File: src/rtl/showcase_result_pkg.sv
// Shared types and sizing helpers for the showcase result capture FIFO.
package showcase_result_pkg;

  localparam int CMP_W = 6;
  localparam int RESULT_DATA_WIDTH = 32;

  typedef struct packed {
    logic [CMP_W-1:0]             cmp;
    logic [RESULT_DATA_WIDTH-1:0] c;
  } showcase_result_t;

  // Occupancy needs one extra bit so that DEPTH itself is representable.
  function automatic int clog2_cnt(input int depth);
    return $clog2(depth) + 1;
  endfunction

endpackage

File: src/rtl/showcase_result_mem.sv
// Storage array for the result FIFO: one synchronous write port, one asynchronous read port.
module showcase_result_mem #(
  parameter int WIDTH = 38,
  parameter int DEPTH = 4,
  parameter int AW    = 2
) (
  input  logic             clk,
  input  logic             we,
  input  logic [AW-1:0]    waddr,
  input  logic [WIDTH-1:0] wdata,
  input  logic [AW-1:0]    raddr,
  output logic [WIDTH-1:0] rdata
);

  logic [WIDTH-1:0] mem [DEPTH];

  always_ff @(posedge clk) begin
    if (we) begin
      mem[waddr] <= wdata;
    end
  end

  // Combinational read gives first-word-fall-through behaviour at the head.
  assign rdata = mem[raddr];

endmodule

File: src/rtl/showcase_result_fifo.sv
// Capture FIFO for the showcase unit's sum and compare flags, with drop reporting.
// Optional saturating discard counter: define SHOWCASE_RESULT_FIFO_OVF_CNT_EN.
module showcase_result_fifo
  import showcase_result_pkg::*;
#(
  parameter int DATA_WIDTH = 32,
  parameter int DEPTH      = 4,
  parameter int CNT_WIDTH  = 16
) (
  input  logic                        clk,
  input  logic                        rst_n,
  input  logic                        in_vld,
  input  logic [DATA_WIDTH-1:0]       in_c,
  input  logic [CMP_W-1:0]            in_cmp,
  output logic [DATA_WIDTH+CMP_W-1:0] out_data,
  output logic                        out_vld,
  input  logic                        out_rd,
  output logic                        full,
  output logic [clog2_cnt(DEPTH)-1:0] count,
  output logic                        drop,
  output logic [CNT_WIDTH-1:0]        ovf_cnt
);

  localparam int AW = $clog2(DEPTH);
  localparam int CW = clog2_cnt(DEPTH);

  logic [AW-1:0] wr_ptr_reg;
  logic [AW-1:0] rd_ptr_reg;
  logic [CW-1:0] count_reg;
  logic          drop_reg;
  logic          push;
  logic          pop;
  logic          discard;

  assign out_vld = (count_reg != '0);
  assign full    = (count_reg == CW'(DEPTH));
  assign count   = count_reg;
  assign drop    = drop_reg;

  // A full FIFO still accepts a capture when the head leaves on the same edge.
  assign pop     = out_rd && out_vld;
  assign push    = in_vld && (!full || pop);
  assign discard = in_vld && !push;

  always_ff @(posedge clk) begin
    if (!rst_n) begin
      wr_ptr_reg <= '0;
      rd_ptr_reg <= '0;
      count_reg  <= '0;
      drop_reg   <= 1'b0;
    end else begin
      if (push) wr_ptr_reg <= wr_ptr_reg + AW'(1);
      if (pop)  rd_ptr_reg <= rd_ptr_reg + AW'(1);
      count_reg <= count_reg + CW'(push) - CW'(pop);
      drop_reg  <= discard;
    end
  end

  showcase_result_mem #(
    .WIDTH (DATA_WIDTH + CMP_W),
    .DEPTH (DEPTH),
    .AW    (AW)
  ) u_mem (
    .clk   (clk),
    .we    (push && rst_n),
    .waddr (wr_ptr_reg),
    .wdata ({in_cmp, in_c}),
    .raddr (rd_ptr_reg),
    .rdata (out_data)
  );

`ifdef SHOWCASE_RESULT_FIFO_OVF_CNT_EN
  logic [CNT_WIDTH-1:0] ovf_cnt_reg;

  always_ff @(posedge clk) begin
    if (!rst_n) begin
      ovf_cnt_reg <= '0;
    end else if (discard && (ovf_cnt_reg != '1)) begin
      ovf_cnt_reg <= ovf_cnt_reg + CNT_WIDTH'(1);
    end
  end

  assign ovf_cnt = ovf_cnt_reg;
`else
  assign ovf_cnt = '0;
`endif

endmodule

File: config.mk
export PLATFORM = sky130hd
export DESIGN_NAME = showcase_result_fifo
export DESIGN_NICKNAME = d
export VERILOG_FILES = /design/src/rtl/showcase_result_pkg.sv /design/src/rtl/showcase_result_mem.sv /design/src/rtl/showcase_result_fifo.sv
export SDC_FILE = /design/constraint.sdc
export NUM_CORES = 1
export LEC_CHECK = 0
export BUFFER_PORTS_ARGS = -buffer_cell sky130_fd_sc_hd__buf_2
export CAP_MARGIN = 20
export CORE_ASPECT_RATIO = 1.1
export CORE_MARGIN = 2
export CORE_UTILIZATION = 45
export CTS_CLUSTER_SIZE = 20
export DETAILED_ROUTE_END_ITERATION = 8
export GPL_ROUTABILITY_DRIVEN = 0
export PLACE_DENSITY = 0.72
export SYNTH_ARGS = -nofsm -noshare
export SYNTH_HDL_FRONTEND = slang
export SYNTH_HIERARCHICAL = 1
export SYNTH_SLANG_ARGS = --single-unit
export TNS_END_PERCENT = 20
File: constraint.sdc
create_clock -name clk -period 5.3 [get_ports clk]
set_clock_uncertainty 0.1 [all_clocks]
set_input_delay 0.265 -clock clk [delete_from_list [all_inputs] [get_ports clk]]
set_output_delay 0.265 -clock clk [all_outputs]
set_load 0.02 [all_outputs]
# Word level (Yosys, flattened, before mapping)
# Memory sizes are Yosys's and may differ from the RTL's. A register that Yosys moved wholly into a read port is not among the register bits.
# Index checks and enable logic that the tools add are counted.
word_totals:
  reg_bits: 8
  ramBits: 152
  input_bits: 42
  output_inout_bits: 60
  wordCells: 22
  mem_count: 1
op_classes:
  n_addsub: 4
  eq_ne: 1
  muxes: 4
  n_reduce_logical: 8
memory_table:
  columns: ["memory", "depth", "width", "rd", "rd_clocked_by_memory_dff", "write_ports", "line", "source"]
  rows:
  - ["u_mem.mem", 4, 38, 1, 1, 1, "showcase_result_mem.sv:15", "logic [WIDTH-1:0] mem [DEPTH];"]
ops:
  columns: ["operator", "n"]
  rows:
  - ["$add 2x1->2 const B", 2]
  - ["$logic_and 1x1->1", 4]
  - ["$mux 2", 2]
  - ["$add 3x1->3", 1]
  - ["$eq 3x3->1 const B", 1]
  - ["$reduce_bool 3->1", 1]
  - ["$sub 3x1->3", 1]
  - ["$logic_not 1->1", 2]
  - ["$mux 1", 2]
  - ["$logic_or 1x1->1", 1]

# Logic depth before layout (Yosys ltp)
# Gate-level depths: netlist (run 1).
logic_depth:
  ltp_word: 7
  ltp_mapped: 11
  mapped_depth_nobuf: 11

# By module
# The synthesis (run 1) kept the hierarchy.
modules_own_cells:
  columns: ["module", "instances", "cells_per_inst", "area_each_um2", "seq_area_each_um2"]
  rows:
  - ["showcase_result_mem", 1, 202, 5529.1, 4564.4]
  - ["showcase_result_fifo", 1, 57, 524.3, 160.2]

# Worst setup path before layout (run 1)
# Ideal clock, no wire load.
synth_path:
  kind: "flip-flop to flip-flop"
  start: "reg count_reg[1], in the netlist count[1]"
  end: "mem u_mem.mem[0][0] (enable)"
  setup_time_ns: 0.488
  arrival_time_ns: 3.876
  required_ns: 4.712
  setup_slack_ns: 0.836
  stages_incl_launch_ff: 5
  n_path_buf: 0
  period_less_slack_ns: 4.464
  cell_sequence: "dfxtp_1 > or3b_4 > o21a_1 > and2_1 > nor3b_1"
synth_via:
  elab_chain_len: 7
  word_cells_on_any_way: 9
  classes_between: "eq/ne: 1; mux: 2; reduce/logical: 6"
synth_lines:
  columns: ["element", "line", "source"]
  rows:
  - ["start, declared", "showcase_result_fifo.sv:29", "logic [CW-1:0] count_reg;"]
  - ["start signal, assigned", "showcase_result_fifo.sv:54", "count_reg <= count_reg + CW'(push) - CW'(pop);"]
  - ["$eq 3x3->1 or $reduce_bool 3->1 (tied branches)", "showcase_result_fifo.sv:36, showcase_result_fifo.sv:35", null]
  - ["$logic_not 1->1 or $logic_and 1x1->1 (tied branches)", "showcase_result_fifo.sv:42, showcase_result_fifo.sv:41", null]
  - ["$logic_or 1x1->1 (*)", "showcase_result_fifo.sv:42", "assign push = in_vld && (!full || pop);"]
  - ["$logic_and 1x1->1 (*)", "showcase_result_fifo.sv:42", null]
  - ["$logic_and 1x1->1 (*)", "showcase_result_fifo.sv:65", ".we (push && rst_n),"]
  - ["$mux 1 (*)", "showcase_result_mem.sv:18", "if (we) begin"]
  - ["$mux 1 (not written as such) (*)", "showcase_result_mem.sv:19", "mem[waddr] <= wdata;"]
  - ["end, declared", "showcase_result_mem.sv:15", null]
# Mark *: on every way between the ends. The rest lies on a longest branch, timed or not.

# Worst setup path in the final report (run 1)
layout_path:
  start: "reg count_reg[2], in the netlist count[2]"
  end: "reg count_reg[2], in the netlist count[2]"
layout_via:
  elab_chain_len: 6
  word_cells_on_any_way: 8
  classes_between: "add/sub: 2; eq/ne: 1; reduce/logical: 5"
layout_lines:
  columns: ["element", "line"]
  rows:
  - ["$eq 3x3->1 or $reduce_bool 3->1 (tied branches)", "showcase_result_fifo.sv:36, showcase_result_fifo.sv:35"]
  - ["$logic_not 1->1 or $logic_and 1x1->1 (tied branches)", "showcase_result_fifo.sv:42, showcase_result_fifo.sv:41"]
  - ["$logic_or 1x1->1", "showcase_result_fifo.sv:42"]
  - ["$logic_and 1x1->1", "showcase_result_fifo.sv:42"]
  - ["$add 3x1->3", "showcase_result_fifo.sv:54"]
  - ["$sub 3x1->3 (*)", "showcase_result_fifo.sv:54"]
# Marks and branches as above.
# A chain may end at the register's enable or synchronous reset.

==> results of run 1 <==
-- worst max-delay path, delay by kind of cell, from the launching register on --
family	cells	cell delay (ns)
simple gates	2	0.59
buf+inv	3	0.16
fa+ha+maj	3	0.72
xor+xnor	2	0.28
compound gates	1	0.21
flops	1	0.41
-- cell families after synthesis --
kind of cell	share of synthesized area
adder cells (fa/ha/maj)	0.007441
XOR/XNOR	0.005787
other	0.0006195
flip-flops	0.7805
AO/OA/AOI/OAI	0.005995
AND/OR/NAND/NOR	0.01922
buffers and inverters	0.03576
multiplexers	0.1447
-- final cells by class --
cell class	instances	area, µm²
clock buffers	18	429.2
clock inverters	12	216.5
fillers	997	5544
inverters	4	15.01
multi-input cells	85	1177
flip-flops and latches	160	4730
well taps	161	201.4
repair buffers	127	844.6
-- final timing paths --
path                 start  cells after the start             to  slack [ns]
min reg2reg  wr_ptr_reg[1]                      2  wr_ptr_reg[1]        0.43
min                  rst_n                      2  rd_ptr_reg[0]         0.1
max reg2reg       count[2]                     11       count[2]        2.71
max               count[2]                     11       count[2]        2.71
-- per-layer routing --
| layer | wire length, µm | vias up | GRT usage | share of wire |
|---|---|---|---|---|
| met4 | 132 | 0 | 0.05022 | 0.013 |
| met3 | 632 | 12 | 0.05486 | 0.063 |
| met5 | 0 | - | 0 | 0 |
| met2 | 5198 | 86 | 0.2430 | 0.52 |
| li1 | - | 1302 | - | - |
| met1 | 4048 | 1474 | 0.1835 | 0.40 |
-- placed cells by master, fill, tap and decap left out --
master         count
o21a_1             1
and3_2             1
dlygate4sd3_1     40
clkinv_2           2
mux2i_1            2
bufinv_16          6
nand2_1            3
dfxtp_2            1
ha_1               2
clkinvlp_4         3
mux4_2            38
or3b_4             1
xnor2_1            4
nand2b_1           2
or3_2              1
edfxtp_1         152
nor3_1             1
clkbuf_1           1
o311ai_0           1
o31a_2             1
clkbuf_16         17
clkinv_1           1
and3b_2            2
dfxtp_4            1
o211a_1            1
buf_4              1
buf_2             85
conb_1            16
inv_1              4
dfxtp_1            6
nor2b_1            2
fa_1               1
buf_6              1
nor3b_2            1
and2_1             4
-- where the power goes --
part           internal, mW  leakage (nW)  switching [mW]
combinational         0.326         0.905           0.318
clock                 0.873         0.305           0.436
sequential             1.45          1.45           0.120
==> results.json, run 1 <==
{
  "drtIter0Drc": 144,
  "drt-total-wl_mm": 10.01,
  "synth.ff_latch_count": 160,
  "clock-sinks": 160,
  "antenna_found_initial": 0,
  "final_cells": 567,
  "ys.flop_type": "edfxtp_1",
  "stdcell_area_mm2": 0.007614,
  "die_h_um": 125.6,
  "setup.worst_path.start_class": "flop",
  "fin_hold_ws_ns": 0.09538,
  "synth_area_leaders": "edfxtp_1 75%, mux4_2 14%, dfxtp_1 2.6%",
  "drv_slew": 0,
  "cp.arrival_ns": 2.79,
  "final_core_util": 0.5786,
  "syn_area_mm2": 0.006053,
  "critical_path.cell_chain": "or3b_4 > o21a_1 > inv_1 > ha_1 > inv_1 > ha_1 > inv_1 > fa_1 > xnor2_1 > xnor2_1 > and2_1",
  "dp.cells": 497,
  "fin_crit_sh": 0.4889,
  "max_stage_delay_ns": 0.43,
  "crit_fanout": 6,
  "grt_setup_unrepaired": "no",
  "ys_async_sr_fraction": 0,
  "p_total_mw": 3.524,
  "fp.coreArea_mm2": 0.01316,
  "hpwlAfterDp_mm": 5.754,
  "synth_area_leader_cell": "edfxtp_1",
  "syn_avg_cell_area_um2": 23.37,
  "grt_pass1_wl_mm": 15.48,
  "area_growth_pct": 25.78,
  "cap_viol_max_count": 0,
  "p_per_area_mw_per_mm2": 462.9,
  "dieArea_mm2": 0.01440,
  "cts_tree": "done",
  "grt_remaining_overflow": 0,
  "p_leak_nw": 2.658,
  "buffer_ports.inserted": 85,
  "yosys-top-cells-count": "152 x edfxtp_1, 38 x mux4_2, 17 x buf_4",
  "synth_top_cell_area_share": 0.7540,
  "grt_use_total": 0.1485,
  "ir_worst_vdd_mv": 0.3091,
  "max_slew.worst_pin.slew_ns": 1.081,
  "grt_max_degree": 41,
  "slew_headroom": 0.2796,
  "crit_type": "reg -> reg",
  "ys_warn_count": 6,
  "fin_nets": 440,
  "initial_core_util": 0.4601,
  "drc": 0,
  "h-tree-depth": 4,
  "required_ns": 5.50,
  "critPathSlowestCell": "or3b_4",
  "crit_top_cell": "inv_1",
  "clk_latency_ns": 0.41,
  "dpl_cell_area_mm2": 0.006568,
  "setup_viol": 0,
  "min_period_ns": 2.591,
  "cts-root-buf": "clkbuf_16",
  "rows": 44,
  "fin_tns_setup_ns": 0,
  "cts_buffers": 17,
  "setup_ws_ns": 2.709,
  "cts_buffer_depth": 2,
  "wl_per_cell_um": 17.66,
  "yosysMostFrequentCell": "edfxtp_1",
  "first_pass_iters": 4,
  "drtAntennaViolNets": 0,
  "cts_setup_buffers": 0,
  "syn_inst": 259,
  "postCtsHoldBufs": 40,
  "drive_above_1_share": 0.3990,
  "largest_register_ffs": 152,
  "hp-class": "in -> reg",
  "cts.clk_slew.worst_paths_ns": 0.06,
  "synth_edf_count": 152,
  "vias": 2874,
  "ys_types": 28,
  "num_io_pins": 102,
  "yosysSeqAreaShare": 0.7805,
  "finalHoldViolations": 0,
  "fp.dieW_um": 114.6,
  "diodes": 0,
  "via_per_inst": 5.069,
  "first_global_vias": 2962,
  "outcome": "completed",
  "fmax_mhz": 386.0,
  "critPathCaptureType": "flop",
  "cts_resized": 0,
  "place_ws_ns": 2.706
}
Note: power is estimated with default switching activity, not from simulation.
==> run 2: changes to the inputs <==
==> constraint.sdc (replaced) <==
create_clock -name clk -period 2.5 [get_ports clk]
set_clock_uncertainty 0.1 [all_clocks]
set_input_delay 0.125 -clock clk [delete_from_list [all_inputs] [get_ports clk]]
set_output_delay 0.125 -clock clk [all_outputs]
set_load 0.02 [all_outputs]
==> run 2 against run 1 <==
  * Total power rose by 110%
  * Final area rose by 0.99%
  * Critical path depth did not move
  * Register-to-register slack got worse by 2.7 ns
  * Clock power rose by 92%
  * Hold slack improved by 0.25 ns
  * Clock-buffer cell count fell by 1
  * Critical path type unchanged
==> results.json, run 2 (synthesis gave the netlist of run 1 again) <==
{
  "fmax_mhz": 406.1,
  "antenna_found_initial": 0,
  "critPathSlowestCell": "or3b_4",
  "cts_tree": "done",
  "grt_use_total": 0.1622,
  "path_depth": 11,
  "slew_headroom": 0.6121,
  "cts_buffers": 17,
  "first_pass_iters": 4,
  "diodes": 0,
  "grt_remaining_overflow": 0,
  "wl_per_cell_um": 18.45,
  "cts.clk_slew.worst_paths_ns": 0.06,
  "clk_latency_ns": 0.42,
  "buffer_ports.inserted": 85,
  "outcome": "completed",
  "path_delay_family": "adder cells",
  "path_buf_inv": 3,
  "cts-root-buf": "clkbuf_16",
  "fin_nets": 450,
  "fp.dieW_um": 114.6,
  "startpoint": "count[2]",
  "ir_worst_vdd_mv": 0.7525,
  "area_growth_pct": 27.02,
  "max_slew.worst_pin.slew_ns": 0.5819,
  "stdcell_area_mm2": 0.007689,
  "dpl_cell_area_mm2": 0.006671,
  "crit_type": "reg -> reg",
  "reg2reg_setup_slack_ns": 0.04,
  "mostFrequentLayoutCell": "edfxtp_1",
  "cp.arrival_ns": 2.68,
  "grt_max_degree": 39,
  "drtIter0Drc": 155,
  "hp-class": "in -> reg",
  "drc": 0,
  "fillers": 986,
  "p_total_mw": 7.305,
  "setup.worst_path.start_class": "flop",
  "required_ns": 2.72,
  "mostFrequentLayoutCells": "152 x edfxtp_1, 85 x buf_2, 42 x dlygate4sd3_1, 38 x mux4_2, 17 x clkbuf_16",
  "critPathCaptureType": "flop",
  "min_period_ns": 2.463,
  "p_leak_nw": 2.695,
  "num_io_pins": 102,
  "largest_register_ffs": 152,
  "p_per_area_mw_per_mm2": 950.1,
  "crit_top_cell": "inv_1",
  "first_global_vias": 3221,
  "via_per_inst": 5.116,
  "drt-total-wl_mm": 10.68,
  "crit_fanout": 6,
  "setup_viol": 0,
  "cts_buffer_depth": 2,
  "max_stage_delay_ns": 0.40,
  "critical_path.cell_chain": "or3b_4 > o21a_1 > inv_1 > ha_1 > inv_1 > ha_1 > inv_1 > fa_2 > xnor2_2 > xnor2_1 > and2_1",
  "vias": 2962,
  "h-tree-depth": 4,
  "fp.coreArea_mm2": 0.01316,
  "drive_above_1_share": 0.4282,
  "hpwlAfterDp_mm": 6.350,
  "initial_core_util": 0.4601,
  "rows": 44,
  "drv_slew": 0,
  "die_h_um": 125.6,
  "final_core_util": 0.5843,
  "cap_viol_max_count": 0,
  "drtAntennaViolNets": 0,
  "finalHoldViolations": 0,
  "r2r-end": "count[2]",
  "fin_tns_setup_ns": 0,
  "r2r_cells": 11,
  "dieArea_mm2": 0.01440,
  "grt_pass1_wl_mm": 16.98,
  "hold_path_depth": 2,
  "crit_end": "count[2]",
  "grt_setup_unrepaired": "yes",
  "worstReg2RegStart": "count[2]",
  "fin_crit_sh": 0.9850,
  "hp-start": "in_c[19]",
  "clock-sinks": 160
}
## run 2: through the flow
stage / std cells / setup slack [ns] / hold slack [ns]
finish: 579 / 0.03745 / 0.3503
global route: 579 / -0.1000 / 0.3464
CTS: 579 / 0.03102 / 0.3293
detailed placement: 505 / -0.02686 / 0.2442
global placement: 505 / 0.05935 / 0.2367
floorplan: 274 / 0.02316 / 0.1016
## run 2: cell type report
class	instances	area (µm²)	area share
clock buffer	17	425.4	0.05533
tap	161	201.4	0.02620
clock inverter	15	158.9	0.02067
inverter	4	15.01	0.001953
sequential	160	4736	0.6159
timing repair buffer	137	958.4	0.1247
multi-input combinational	85	1194	0.1552
## run 2: worst min path at each step
stage,endpoint,slack (ns)
floorplan,drop,0.10
global placement,u_mem/mem[0][36],0.24
detailed placement,u_mem/mem[3][36],0.24
CTS,u_mem/mem[0][5],0.33
global route,u_mem/mem[3][5],0.35
finish,u_mem/mem[3][19],0.35
## run 2: report_power, final
part / internal, mW / switching (mW)
logic: 0.756 / 0.864
registers: 3.08 / 0.0876
clock network: 1.48 / 1.03
## run 2: repair_timing
| action | in CTS | in global routing |
|---|---|---|
| buffers inserted | 0 | 0 |
| gates resized for setup | 2 | 1 |
| hold buffers | 42 | 0 |
| endpoints found under the hold margin | 160 | 0 |
| endpoints found under the setup margin | 1 | 1 |
## run 2: per-layer routing
metal  track usage  vias to the layer above  part of all wire
met4       0.06671                        0             0.015
li1              -                     1329                 -
met3       0.06015                       13             0.056
met1        0.2005                     1539              0.42
met5             0                        -                 0
met2        0.2593                       81              0.50
==> run 3: changes to the inputs <==
--- a/config.mk
+++ b/config.mk
@@ -8,7 +8,7 @@
 export BUFFER_PORTS_ARGS = -buffer_cell sky130_fd_sc_hd__buf_2
 export CAP_MARGIN = 20
 export CORE_ASPECT_RATIO = 1.1
-export CORE_MARGIN = 2
+export CORE_MARGIN = 10
 export CORE_UTILIZATION = 45
 export CTS_CLUSTER_SIZE = 20
 export DETAILED_ROUTE_END_ITERATION = 8
==> run 3 against run 2 <==
  * First-iteration DRC count grew 9.7%
  * Via count fell by 1.6%
  * Hold slack improved by 0.011 ns
  * Critical path depth stayed put
  * Global-route usage is 3.2 points lower
  * Combinational power about the same
  * Routed wire length grew 4.4%
  * Clock-buffer cell count unchanged
  * Setup slack improved by 0.025 ns
  * Final area increased by 0.20%
  * Largest power group unchanged
==> results.json, run 3 (synthesis gave the netlist of run 1 again) <==
{
  "outcome": "completed",
  "fin_tns_setup_ns": 0,
  "finalHoldViolations": 0,
  "drtIter0Drc": 170,
  "die_h_um": 141.6,
  "max_slew.worst_pin.slew_ns": 0.5987,
  "required_ns": 2.71,
  "hp-class": "in -> reg",
  "drv_slew": 0,
  "p_comb_frac": 0.222,
  "dp.cells": 505,
  "switchingPower_mw": 1.980,
  "num_io_pins": 102,
  "clkPwrFrac": 0.333,
  "buffer_ports.inserted": 85,
  "min_period_ns": 2.437,
  "grt_remaining_overflow": 0,
  "fin_hold_ws_ns": 0.3611,
  "power.share.sequential": 0.444,
  "startpoint": "count[2]",
  "drive_above_1_share": 0.4262,
  "area_growth_pct": 27.26,
  "setup.worst_path.start_class": "flop",
  "clk_latency_ns": 0.41,
  "stdcell_area_mm2": 0.007704,
  "mostFrequentLayoutCells": "152 x edfxtp_1, 85 x buf_2, 42 x dlygate4sd3_1, 38 x mux4_2, 17 x clkbuf_16",
  "fin_nets": 452,
  "slew_headroom": 0.6005,
  "initial_core_util": 0.4581,
  "multi_input_area_mm2": 0.001194,
  "worstReg2RegStart": "count[2]",
  "fillers": 1000,
  "cts-root-buf": "clkbuf_16",
  "p_leak_nw": 2.698,
  "crit_fanout": 6,
  "via_per_inst": 5.017,
  "cts_buffer_depth": 2,
  "cp.arrival_ns": 2.65,
  "ir_worst_vdd_mv": 0.5490,
  "antenna_found_initial": 0,
  "netSwitchingFraction": 0.2745,
  "drt-total-wl_mm": 11.15,
  "grt_use_total": 0.1299,
  "drtAntennaViolNets": 0,
  "drc": 0,
  "h-tree-depth": 4,
  "grt_max_degree": 31,
  "cts.clk_slew.worst_paths_ns": 0.06,
  "p_int_mw": 5.233,
  "hp-start": "in_c[4]",
  "largest_register_ffs": 152,
  "rows": 44,
  "cap_viol_max_count": 0,
  "clock-sinks": 160,
  "vias": 2915,
  "fp.dieW_um": 130.6,
  "grt_setup_unrepaired": "yes",
  "first_global_vias": 3390,
  "final_cells": 581,
  "grt_pass1_wl_mm": 18.12,
  "setup_viol": 0,
  "hpwlAfterDp_mm": 7.329,
  "fin_crit_sh": 0.9749,
  "dieArea_mm2": 0.01850,
  "crit_type": "reg -> reg",
  "dpl_cell_area_mm2": 0.006696,
  "wl_per_cell_um": 19.18,
  "diodes": 0,
  "cts_buffers": 17,
  "critPathCaptureType": "flop",
  "p_per_area_mw_per_mm2": 936.3,
  "fp.coreArea_mm2": 0.01321,
  "first_pass_iters": 4,
  "cts_tree": "done",
  "regArea_mm2": 0.004736,
  "mostFrequentLayoutCell": "edfxtp_1",
  "fmax_mhz": 410.3
}
[run 3: final timing paths]
| check | cells past startpoint | slack, ns | endpoint |
|---|---|---|---|
| max reg2reg | 11 | 0.06 | count[2] |
| min | 2 | 0.36 | u_mem/mem[2][4] |
| max | 11 | 0.06 | count[2] |
| min reg2reg | 2 | 0.44 | wr_ptr_reg[1] |
[run 3: through the flow]
stage                 util  setup WS, ns  power, mW
floorplan                -       0.02316      4.378
global placement    0.5068       0.06768      4.812
detailed placement  0.5068      -0.02009      4.835
CTS                 0.5819       0.03014      7.310
global route        0.5830      -0.03345      7.543
finish              0.5830       0.06268      7.213
[run 3: final cells by class]
class	count	share of cell area
Tap cell	161	0.02615
Inverter	4	0.001949
Multi-Input combinational cell	85	0.1549
Sequential cell	160	0.6147
Clock buffer	17	0.05522
Clock inverter	15	0.01738
Timing Repair Buffer	139	0.1296
[run 3: layer usage]
metal  global-route usage  wire (µm)  part of all wire
met4              0.04452        106            0.0095
met5                    0          0                 0
met1               0.1496       4441              0.40
met2               0.2162       5892              0.53
met3              0.04994        704             0.063
[run 3: power groups by stage]
stage	clock (mW)	combinational [mW]	sequential [mW]
5_1_grt	2.58	1.73	3.23
3_5_place_dp	0	1.57	3.27
3_3_place_gp	0	1.56	3.26
2_1_floorplan	0	1.17	3.21
6_report	2.40	1.60	3.20
4_1_cts	2.46	1.64	3.21
[run 3: critical path, stage by stage, from the launching register on]
cell	delay, ns
dfxtp_4	0.37
or3b_4	0.39
o21a_1	0.19
inv_1	0.06
ha_1	0.22
inv_1	0.06
ha_1	0.13
inv_1	0.05
fa_2	0.34
xnor2_2	0.15
xnor2_1	0.12
and2_1	0.15
[run 3: repair_timing]
item / in CTS / in global routing
hold buffers: 42 / 0
endpoints found under the setup margin: 1 / 1
setup buffers: 0 / 2
hold endpoints to repair: 160 / 0
resized for setup: 3 / 0
